--- config.mk ---
export PLATFORM = sky130hd
export DESIGN_NAME = pipeline_hazard_unit_flat
export DESIGN_NICKNAME = d
export VERILOG_FILES = /design/src/rtl/pipeline_hazard_unit_if.sv /design/src/rtl/pipeline_hazard_unit.sv /design/src/flat_wrapper.sv
export SDC_FILE = /design/constraint.sdc
export NUM_CORES = 1
export LEC_CHECK = 0
export BUFFER_PORTS_ARGS = -buffer_cell sky130_fd_sc_hd__buf_2
export CAP_MARGIN = 40
export CORE_ASPECT_RATIO = 0.8
export CORE_MARGIN = 3
export CORE_UTILIZATION = 50
export CTS_CLUSTER_SIZE = 12
export DETAILED_ROUTE_END_ITERATION = 6
export GPL_TIMING_DRIVEN = 0
export MAX_ROUTING_LAYER = met4
export PLACE_DENSITY = 0.77
export SLEW_MARGIN = 10
export SYNTH_ARGS = -nofsm -noshare
export SYNTH_HDL_FRONTEND = slang
export SYNTH_SLANG_ARGS = --single-unit
--- constraint.sdc ---
create_clock -name clk -period 6.03 [get_ports clk]
set_input_delay 1.5075 -clock clk [delete_from_list [all_inputs] [get_ports clk]]
set_output_delay 1.5075 -clock clk [all_outputs]
set_load 0.05 [all_outputs]
--- src/rtl/pipeline_hazard_unit_if.sv ---
`default_nettype none
// ============================================================================
// Module      : pipeline_hazard_unit_if
// Description : ID-stage operand/destination info, EX redirect and the
//               resulting stall/flush/forwarding controls exchanged between
//               the pipeline datapath and the hazard unit.
// Revision    : 1.0 - initial release
// ============================================================================
interface pipeline_hazard_unit_if #(
    parameter int REG_ADDR_W = 5,
    parameter int PIPE_DEPTH = 3,
    parameter int FWD_W      = $clog2(PIPE_DEPTH + 1)
);
    // ID-stage instruction description
    logic                  id_valid;
    logic [REG_ADDR_W-1:0] id_rs1;
    logic [REG_ADDR_W-1:0] id_rs2;
    logic                  id_uses_rs1;
    logic                  id_uses_rs2;
    logic [REG_ADDR_W-1:0] id_rd;
    logic                  id_reg_write;
    logic                  id_is_load;
    // EX-stage control-flow resolution
    logic                  ex_redirect;
    // Hazard controls back to the pipeline
    logic                  pc_hold;
    logic                  if_id_hold;
    logic                  if_id_flush;
    logic                  id_ex_bubble;
    logic [FWD_W-1:0]      fwd_sel_rs1;
    logic [FWD_W-1:0]      fwd_sel_rs2;

    // Pipeline datapath side
    modport master (
        output id_valid, id_rs1, id_rs2, id_uses_rs1, id_uses_rs2,
               id_rd, id_reg_write, id_is_load, ex_redirect,
        input  pc_hold, if_id_hold, if_id_flush, id_ex_bubble,
               fwd_sel_rs1, fwd_sel_rs2
    );

    // Hazard unit side
    modport slave (
        input  id_valid, id_rs1, id_rs2, id_uses_rs1, id_uses_rs2,
               id_rd, id_reg_write, id_is_load, ex_redirect,
        output pc_hold, if_id_hold, if_id_flush, id_ex_bubble,
               fwd_sel_rs1, fwd_sel_rs2
    );
endinterface
`default_nettype wire

--- src/rtl/pipeline_hazard_unit.sv ---
`default_nettype none
// ============================================================================
// Module      : pipeline_hazard_unit
// Description : Hazard and forwarding controller for an in-order pipeline.
//               A shift-register scoreboard tracks the destination of every
//               instruction past ID (entry 0 = EX ... entry PIPE_DEPTH-1 =
//               WB). From it the unit derives load-use stalls, redirect
//               flushes and per-operand forwarding selects, all
//               combinationally in the same cycle.
//               Optional macro HAZARD_PERF_EN adds saturating stall/flush
//               event counters with a synchronous clear (perf_clr).
// Revision    : 1.0 - initial release
// ============================================================================
module pipeline_hazard_unit #(
    parameter int REG_ADDR_W   = 5,
    parameter int PIPE_DEPTH   = 3,
    parameter int LOAD_LATENCY = 1,
    parameter int FWD_W        = $clog2(PIPE_DEPTH + 1)
) (
    input  logic                  clk,
    input  logic                  resetn,
`ifdef HAZARD_PERF_EN
    input  logic                  perf_clr,
    output logic [31:0]           stall_cycles,
    output logic [31:0]           flush_events,
`endif
    pipeline_hazard_unit_if.slave hz
);

    // One scoreboard slot per post-decode stage
    typedef struct packed {
        logic                  valid;
        logic [REG_ADDR_W-1:0] rd;
        logic                  reg_write;
        logic                  is_load;
    } sb_entry_t;

    sb_entry_t             r_sb [PIPE_DEPTH];
    sb_entry_t             w_new;

    logic [PIPE_DEPTH-1:0] w_hit_rs1;
    logic [PIPE_DEPTH-1:0] w_hit_rs2;
    logic [PIPE_DEPTH-1:0] w_young_load;
    logic [PIPE_DEPTH-1:0] w_fwd_rs1;
    logic [PIPE_DEPTH-1:0] w_fwd_rs2;
    logic                  w_load_hazard;
    logic                  w_redirect;
    logic                  w_stall;
    logic                  w_bubble;
    logic [FWD_W-1:0]      w_sel_rs1;
    logic [FWD_W-1:0]      w_sel_rs2;

    // Redirect is masked while in reset so that every output reads 0 then.
    assign w_redirect = hz.ex_redirect & resetn;

    // Per-entry source matching. x0 never matches, an unused operand never
    // matches and an empty ID slot produces no matches at all.
    generate
        for (genvar k = 0; k < PIPE_DEPTH; k++) begin : g_match
            localparam logic c_is_young = (k < LOAD_LATENCY);

            assign w_hit_rs1[k] = hz.id_valid & hz.id_uses_rs1
                                & (hz.id_rs1 != '0)
                                & r_sb[k].valid & r_sb[k].reg_write
                                & (r_sb[k].rd == hz.id_rs1);
            assign w_hit_rs2[k] = hz.id_valid & hz.id_uses_rs2
                                & (hz.id_rs2 != '0)
                                & r_sb[k].valid & r_sb[k].reg_write
                                & (r_sb[k].rd == hz.id_rs2);

            // Load data is still in flight in the youngest LOAD_LATENCY slots
            assign w_young_load[k] = c_is_young & r_sb[k].is_load;

            assign w_fwd_rs1[k] = w_hit_rs1[k] & ~w_young_load[k];
            assign w_fwd_rs2[k] = w_hit_rs2[k] & ~w_young_load[k];
        end
    endgenerate

    assign w_load_hazard = |(w_young_load & (w_hit_rs1 | w_hit_rs2));

    // A redirect squashes the ID instruction, so its hazard must not hold
    // the front end; the new target has to load.
    assign w_stall  = w_load_hazard & ~w_redirect;
    assign w_bubble = w_load_hazard | w_redirect;

    // Youngest-wins priority encode: scan oldest to youngest so the lowest
    // matching index is the last one written.
    always_comb begin
        w_sel_rs1 = '0;
        w_sel_rs2 = '0;
        for (int k = PIPE_DEPTH - 1; k >= 0; k--) begin
            if (w_fwd_rs1[k]) begin
                w_sel_rs1 = FWD_W'(k + 1);
            end
            if (w_fwd_rs2[k]) begin
                w_sel_rs2 = FWD_W'(k + 1);
            end
        end
    end

    assign hz.pc_hold      = w_stall;
    assign hz.if_id_hold   = w_stall;
    assign hz.if_id_flush  = w_redirect;
    assign hz.id_ex_bubble = w_bubble;
    assign hz.fwd_sel_rs1  = w_sel_rs1;
    assign hz.fwd_sel_rs2  = w_sel_rs2;

    // Entry written into EX: a bubble when stalling/flushing, else ID fields
    always_comb begin
        w_new = '0;
        if (!w_bubble) begin
            w_new.valid     = hz.id_valid;
            w_new.rd        = hz.id_rd;
            w_new.reg_write = hz.id_reg_write;
            w_new.is_load   = hz.id_is_load;
        end
    end

    // Scoreboard shift register, one slot per stage per clock
    always_ff @(posedge clk or negedge resetn) begin
        if (!resetn) begin
            for (int k = 0; k < PIPE_DEPTH; k++) begin
                r_sb[k] <= '0;
            end
        end else begin
            r_sb[0] <= w_new;
            for (int k = 1; k < PIPE_DEPTH; k++) begin
                r_sb[k] <= r_sb[k-1];
            end
        end
    end

`ifdef HAZARD_PERF_EN
    localparam logic [31:0] c_cnt_max = 32'hFFFF_FFFF;

    logic [31:0] r_stall_cycles;
    logic [31:0] r_flush_events;

    // Saturating event counters; a clear beats a same-cycle increment
    always_ff @(posedge clk or negedge resetn) begin
        if (!resetn) begin
            r_stall_cycles <= '0;
            r_flush_events <= '0;
        end else if (perf_clr) begin
            r_stall_cycles <= '0;
            r_flush_events <= '0;
        end else begin
            if (w_stall && (r_stall_cycles != c_cnt_max)) begin
                r_stall_cycles <= r_stall_cycles + 32'd1;
            end
            if (w_redirect && (r_flush_events != c_cnt_max)) begin
                r_flush_events <= r_flush_events + 32'd1;
            end
        end
    end

    assign stall_cycles = r_stall_cycles;
    assign flush_events = r_flush_events;
`endif

endmodule
`default_nettype wire

--- src/flat_wrapper.sv ---
// flat-port wrapper written by rule: the top's interface ports become plain ports
module pipeline_hazard_unit_flat 
#(
    parameter int REG_ADDR_W   = 5,
    parameter int PIPE_DEPTH   = 3,
    parameter int LOAD_LATENCY = 1,
    parameter int FWD_W        = $clog2(PIPE_DEPTH + 1)
)
  (clk, resetn, hz_id_valid, hz_id_rs1, hz_id_rs2, hz_id_uses_rs1, hz_id_uses_rs2, hz_id_rd, hz_id_reg_write, hz_id_is_load, hz_ex_redirect, hz_pc_hold, hz_if_id_hold, hz_if_id_flush, hz_id_ex_bubble, hz_fwd_sel_rs1, hz_fwd_sel_rs2);
  pipeline_hazard_unit_if #(.REG_ADDR_W(REG_ADDR_W), .PIPE_DEPTH(PIPE_DEPTH), .FWD_W(FWD_W)) hz_i ();
  input  logic clk;
  input  logic resetn;
  input wire logic [$bits(hz_i.id_valid)-1:0] hz_id_valid;
  input wire logic [$bits(hz_i.id_rs1)-1:0] hz_id_rs1;
  input wire logic [$bits(hz_i.id_rs2)-1:0] hz_id_rs2;
  input wire logic [$bits(hz_i.id_uses_rs1)-1:0] hz_id_uses_rs1;
  input wire logic [$bits(hz_i.id_uses_rs2)-1:0] hz_id_uses_rs2;
  input wire logic [$bits(hz_i.id_rd)-1:0] hz_id_rd;
  input wire logic [$bits(hz_i.id_reg_write)-1:0] hz_id_reg_write;
  input wire logic [$bits(hz_i.id_is_load)-1:0] hz_id_is_load;
  input wire logic [$bits(hz_i.ex_redirect)-1:0] hz_ex_redirect;
  output wire logic [$bits(hz_i.pc_hold)-1:0] hz_pc_hold;
  output wire logic [$bits(hz_i.if_id_hold)-1:0] hz_if_id_hold;
  output wire logic [$bits(hz_i.if_id_flush)-1:0] hz_if_id_flush;
  output wire logic [$bits(hz_i.id_ex_bubble)-1:0] hz_id_ex_bubble;
  output wire logic [$bits(hz_i.fwd_sel_rs1)-1:0] hz_fwd_sel_rs1;
  output wire logic [$bits(hz_i.fwd_sel_rs2)-1:0] hz_fwd_sel_rs2;
  assign hz_i.id_valid = hz_id_valid;
  assign hz_i.id_rs1 = hz_id_rs1;
  assign hz_i.id_rs2 = hz_id_rs2;
  assign hz_i.id_uses_rs1 = hz_id_uses_rs1;
  assign hz_i.id_uses_rs2 = hz_id_uses_rs2;
  assign hz_i.id_rd = hz_id_rd;
  assign hz_i.id_reg_write = hz_id_reg_write;
  assign hz_i.id_is_load = hz_id_is_load;
  assign hz_i.ex_redirect = hz_ex_redirect;
  assign hz_pc_hold = hz_i.pc_hold;
  assign hz_if_id_hold = hz_i.if_id_hold;
  assign hz_if_id_flush = hz_i.if_id_flush;
  assign hz_id_ex_bubble = hz_i.id_ex_bubble;
  assign hz_fwd_sel_rs1 = hz_i.fwd_sel_rs1;
  assign hz_fwd_sel_rs2 = hz_i.fwd_sel_rs2;
  pipeline_hazard_unit #(.REG_ADDR_W(REG_ADDR_W), .PIPE_DEPTH(PIPE_DEPTH), .LOAD_LATENCY(LOAD_LATENCY), .FWD_W(FWD_W)) u_core (.clk(clk), .resetn(resetn), .hz(hz_i));
endmodule
After elaboration in Yosys (flattened, before gate mapping). Index checks and enable logic that the tools add are counted.

Logic and storage cells: 57. Register bits: 22. Output and inout port bits: 8.

Reduce and logical (&&, ||, !) cells: 3. Equality and inequality tests: 6. Bitwise operators: 31. Multiplexer cells: 7.

Operators with widths (number): $eq 5x5->1 (6); $and 1x1->1 (26); $mux 2 (6); $reduce_bool 5->1 (2); $mux 8 (1); $and 1x3->3 (1); $or 3x3->3 (1); $reduce_or 3->1 (1); $not 1->1 (2); $or 1x1->1 (1).

Longest topological paths before layout.
Word-level depth: 10. Mapped depth: 6. Depth with buffers taken out: 5.

Worst setup path before layout. OpenSTA, ideal clock, no wires.

Path type: in2out. Start: in hz_id_rs2[3]. End: out hz_pc_hold. Path slack: 1.257 ns. Arrival: 3.265 ns. Cell stages on the path: 6. Cell sequence: or4_1 o211ai_2 or4_4 a21boi_4 and2_1 buf_4.

Word-level cells in the longest chain between the ends: 9. Elaborated cells on any way between the ends: 18. Classes of those cells: 3 x eq/ne; 13 x bitwise; 2 x reduce/logical.

Ends and longest elaborated chain: start, declared (line flat_wrapper.sv:15) `input wire logic [$bits(hz_i.id_rs2)-1:0] hz_id_rs2;`; $reduce_bool 5->1 (line pipeline_hazard_unit.sv:67) `& (hz.id_rs2 != '0)`; $and 1x1->1 (line pipeline_hazard_unit.sv:67); $and 1x1->1 (2 in a row) (line pipeline_hazard_unit.sv:68) `& r_sb[k].valid & r_sb[k].reg_write`; $and 1x1->1 (line pipeline_hazard_unit.sv:69) `& (r_sb[k].rd == hz.id_rs2);`; $or 3x3->3 * (line pipeline_hazard_unit.sv:79) `assign w_load_hazard = |(w_young_load & (w_hit_rs1 | w_hit_rs2));`; $and 1x3->3 * (line pipeline_hazard_unit.sv:79); $reduce_or 3->1 * (line pipeline_hazard_unit.sv:79); $and 1x1->1 * (line pipeline_hazard_unit.sv:83) `assign w_stall = w_load_hazard & ~w_redirect;`; end, declared (line flat_wrapper.sv:22) `output wire logic [$bits(hz_i.pc_hold)-1:0] hz_pc_hold;`.

Every way passes the cells marked *; elsewhere a longest branch is shown, timed or not.

Final worst setup path.
Start: in hz_id_rs2[0]. End: out hz_pc_hold.

The elaborated chain is that of the path after synthesis.

==> qor.yml <==
logic_synthesis:
  ys_warn_count: 0
  synth-seq-cells: 22
  synth_top_area_share_pct: 50.0
  async_reset_ff_share_pct: 100
  synth.distinct_cells: 25
  synthMostInstantiatedCell: "dfrtp_1"
  synth-simple-area-share_pct: 19.0
  yosys-top-cells-area: "dfrtp_1 50%, xor2_1 13%, xnor2_1 11%"
  syn_avg_cell_area_um2: 10.7
  ys_seq_area_share_pct: 50.0
  muxShareOfSynthArea_pct: 0
  synth-edff-count: 0
  synth.largest_area_cell: "dfrtp_1"
  synth_top_family_by_area: "XOR/XNOR gates"
  synth_common_cells: "22 x dfrtp_1, 16 x xor2_1, 14 x xnor2_1"
  synthAdderAreaFrac_pct: 0
  syn_nets: 126
  synth_xor_area_share_pct: 23.9
  synth_compound_area_share_pct: 6.14
  syn-cell-area_mm2: 0.00110
  synth-main-ff-cell: "dfrtp_1"
  syn_inst: 103
timing:
  rsz0062_at_grt: "no"
  finalHoldViolCount: 0
  period_share_pct: 80.3
  timing.fmax_mhz: 207
  finalSetupTns_ps: 0
  slew_viol_final: 0
  max_slew_margin_pct: 68.3
  setup_violations: 0
  worst_pin_slew_ps: 475
  finalClockSkew_ps: 3.80
  period_needed_ps: 4840
setup_path:
  worstSetupPathType: "in -> out"
  start_kind: "input pin"
  crit_slowest_cell: "or4_4"
  rr_worst_depth: 5
  endpoint_kind: "primary output"
  cp_top_family: "simple AND/OR/NAND/NOR gates"
  crit_arrival_ps: 3330
  cp_common_cell: "buf_2"
  critPathBufInv: 3
  crit_required_ps: 4520
  rr_endpoint: "u_core.r_sb[18]"
  cp.depth: 8
  crit_chain: "buf_2 > or4_1 > o211ai_2 > or4_4 > a21boi_4 > and2_1 > buf_4 > buf_2"
  r2r_setup_slack_ps: 4290
  r2r_start: "u_core.r_sb[18]"
  crit_fanout: 10
  slowest_delay_ps: 570
min_path:
  worstHoldEndpoint: "u_core.r_sb[9]"
  hold_start: "u_core.r_sb[17]"
  min_path_cells: 0
  hp-class: "reg -> reg"
drt:
  drt_drc_violations_left: 0
  antenna_left: 0
  viasPerCell: 5.17
  drt-initial-drc-count: 40
  wl_mm: 2.16
  firstDrtPassIters: 4
  wl_per_cell_um: 13.4
  vias: 832
power:
  p_leak_nw: 0.659
  power_density_mw_per_mm2: 240
  max-vdd-ir-drop_v: 0.000194
global_routing:
  grt_pass1_vias: 773
  grt_pass1_wl_mm: 3.50
  grt-ovfl-total: 0
  grt.total_usage_pct: 18.0
  grt_max_degree: 24
  antenna_found_initial: 0
layout:
  fill_cells: 162
  nets: 161
  area_delta_synth_final_pct: 21.1
  drive_above_1_share_pct: 29.9
  largest_reg_flops: 22
  largest-register: "u_core.r_sb"
  multi_input_area_um2: 539
  n_antenna_cell: 0
  top_regs: "u_core.r_sb: 22 flops"
  instances_no_fill: 161
  register_area_um2: 551
clock_network:
  cts_tree: "yes"
  cts_htree_levels: 1
  cts.sinks: 22
  worstSkewPairLatency_ps: 300
  clockBufferDepth: 2
  clockRootBuffer: "clkbuf_4"
  cts_buffers: 3
  clk_pin_slew_ps: 120
  cts_setup_buffers: 0
  cts_resized: 0
  hold_buffers: 0
floorplan:
  die-area_mm2: 0.00280
  std_cell_rows: 14
  core_area_mm2: 0.00198
  fp.dieH_um: 48.0
  dieWidth_um: 58.5
  start_util_pct: 55.6
  ioPinCount: 31
flow_run:
  drv_cap: 0
place:
  io_buffers: 30
  gp_congestion: 0.830
  dp_hpwl_mm: 1.73
  dp.cells: 157
status:
  status: "complete, no violations"
[layout make-up]
| class | instances | area share [%] |
|---|---|---|
| multi-input combinational | 79 | 40.4 |
| timing repair buffer | 30 | 11.3 |
| tap | 24 | 2.25 |
| clock buffer | 3 | 1.69 |
| clock inverter | 1 | 2.25 |
| inverter | 1 | 0.281 |
| buffer | 1 | 0.563 |
| sequential | 22 | 41.3 |
[metrics by stage]
step / hold slack (ps) / area (um2) / power, mW / utilization, % / worst slack [ps]
finish: 391 / 1330 / 0.321 / 67.4 / 1190
global route: 409 / 1330 / 0.339 / 67.4 / 1090
CTS: 392 / 1330 / 0.324 / 67.4 / 1190
detailed placement: 361 / 1280 / 0.214 / 64.7 / 1200
global placement: 361 / 1280 / 0.213 / 64.7 / 1240
floorplan: 354 / 1100 / 0.194 / - / 1260
[layout by cell type, fill, tap and decap left out, types with 2 or more instances in the layout]
master / instances
buf_2: 30
dfrtp_1: 22
xor2_1: 16
xnor2_1: 14
nor2_1: 12
nand2_1: 11
nand3_1: 4
nor4_1: 3
nand4_1: 3
clkbuf_4: 3
a21oi_1: 2
[worst max path at each step]
| stage | startpoint | to | slack, ps |
|---|---|---|---|
| after floorplan | hz_id_rs2[3] | hz_pc_hold | 1260 |
| after global placement | hz_id_rs2[0] | hz_pc_hold | 1240 |
| after detailed placement | hz_id_rs2[0] | hz_pc_hold | 1200 |
| after CTS | hz_id_rs2[0] | hz_pc_hold | 1190 |
| after global routing | hz_id_rs2[0] | hz_pc_hold | 1090 |
| final | hz_id_rs2[0] | hz_pc_hold | 1190 |
[kinds of logic after synthesis]
| kind of cell | Yosys count |
|---|---|
| buf+inv | 2 |
| compound gates | 7 |
| xor+xnor | 30 |
| flops | 22 |
| simple gates | 42 |
[metal layers]
layer	GRT usage (%)	share of wire, %	vias up
met2	28.7	43	34
met4	4.17	0.55	0
met1	23.0	48	379
met5	-	0	-
li1	-	-	417
met3	4.85	8.6	2
[worst register-to-register path, stage by stage, from the launching register on]
cell and delay (ps):
dfrtp_1 450, xnor2_1 180, nand4_1 110, or4_4 520, a21boi_4 290, nor2_1 80
[where the power goes]
group | internal [mW] | switching [mW] | leakage [nW]
logic | 0.0212 | 0.0246 | 0.361
registers | 0.157 | 0.00850 | 0.270
clock network | 0.0672 | 0.0422 | 0.0279
No activity file was read; power rests on OpenSTA's default activity.
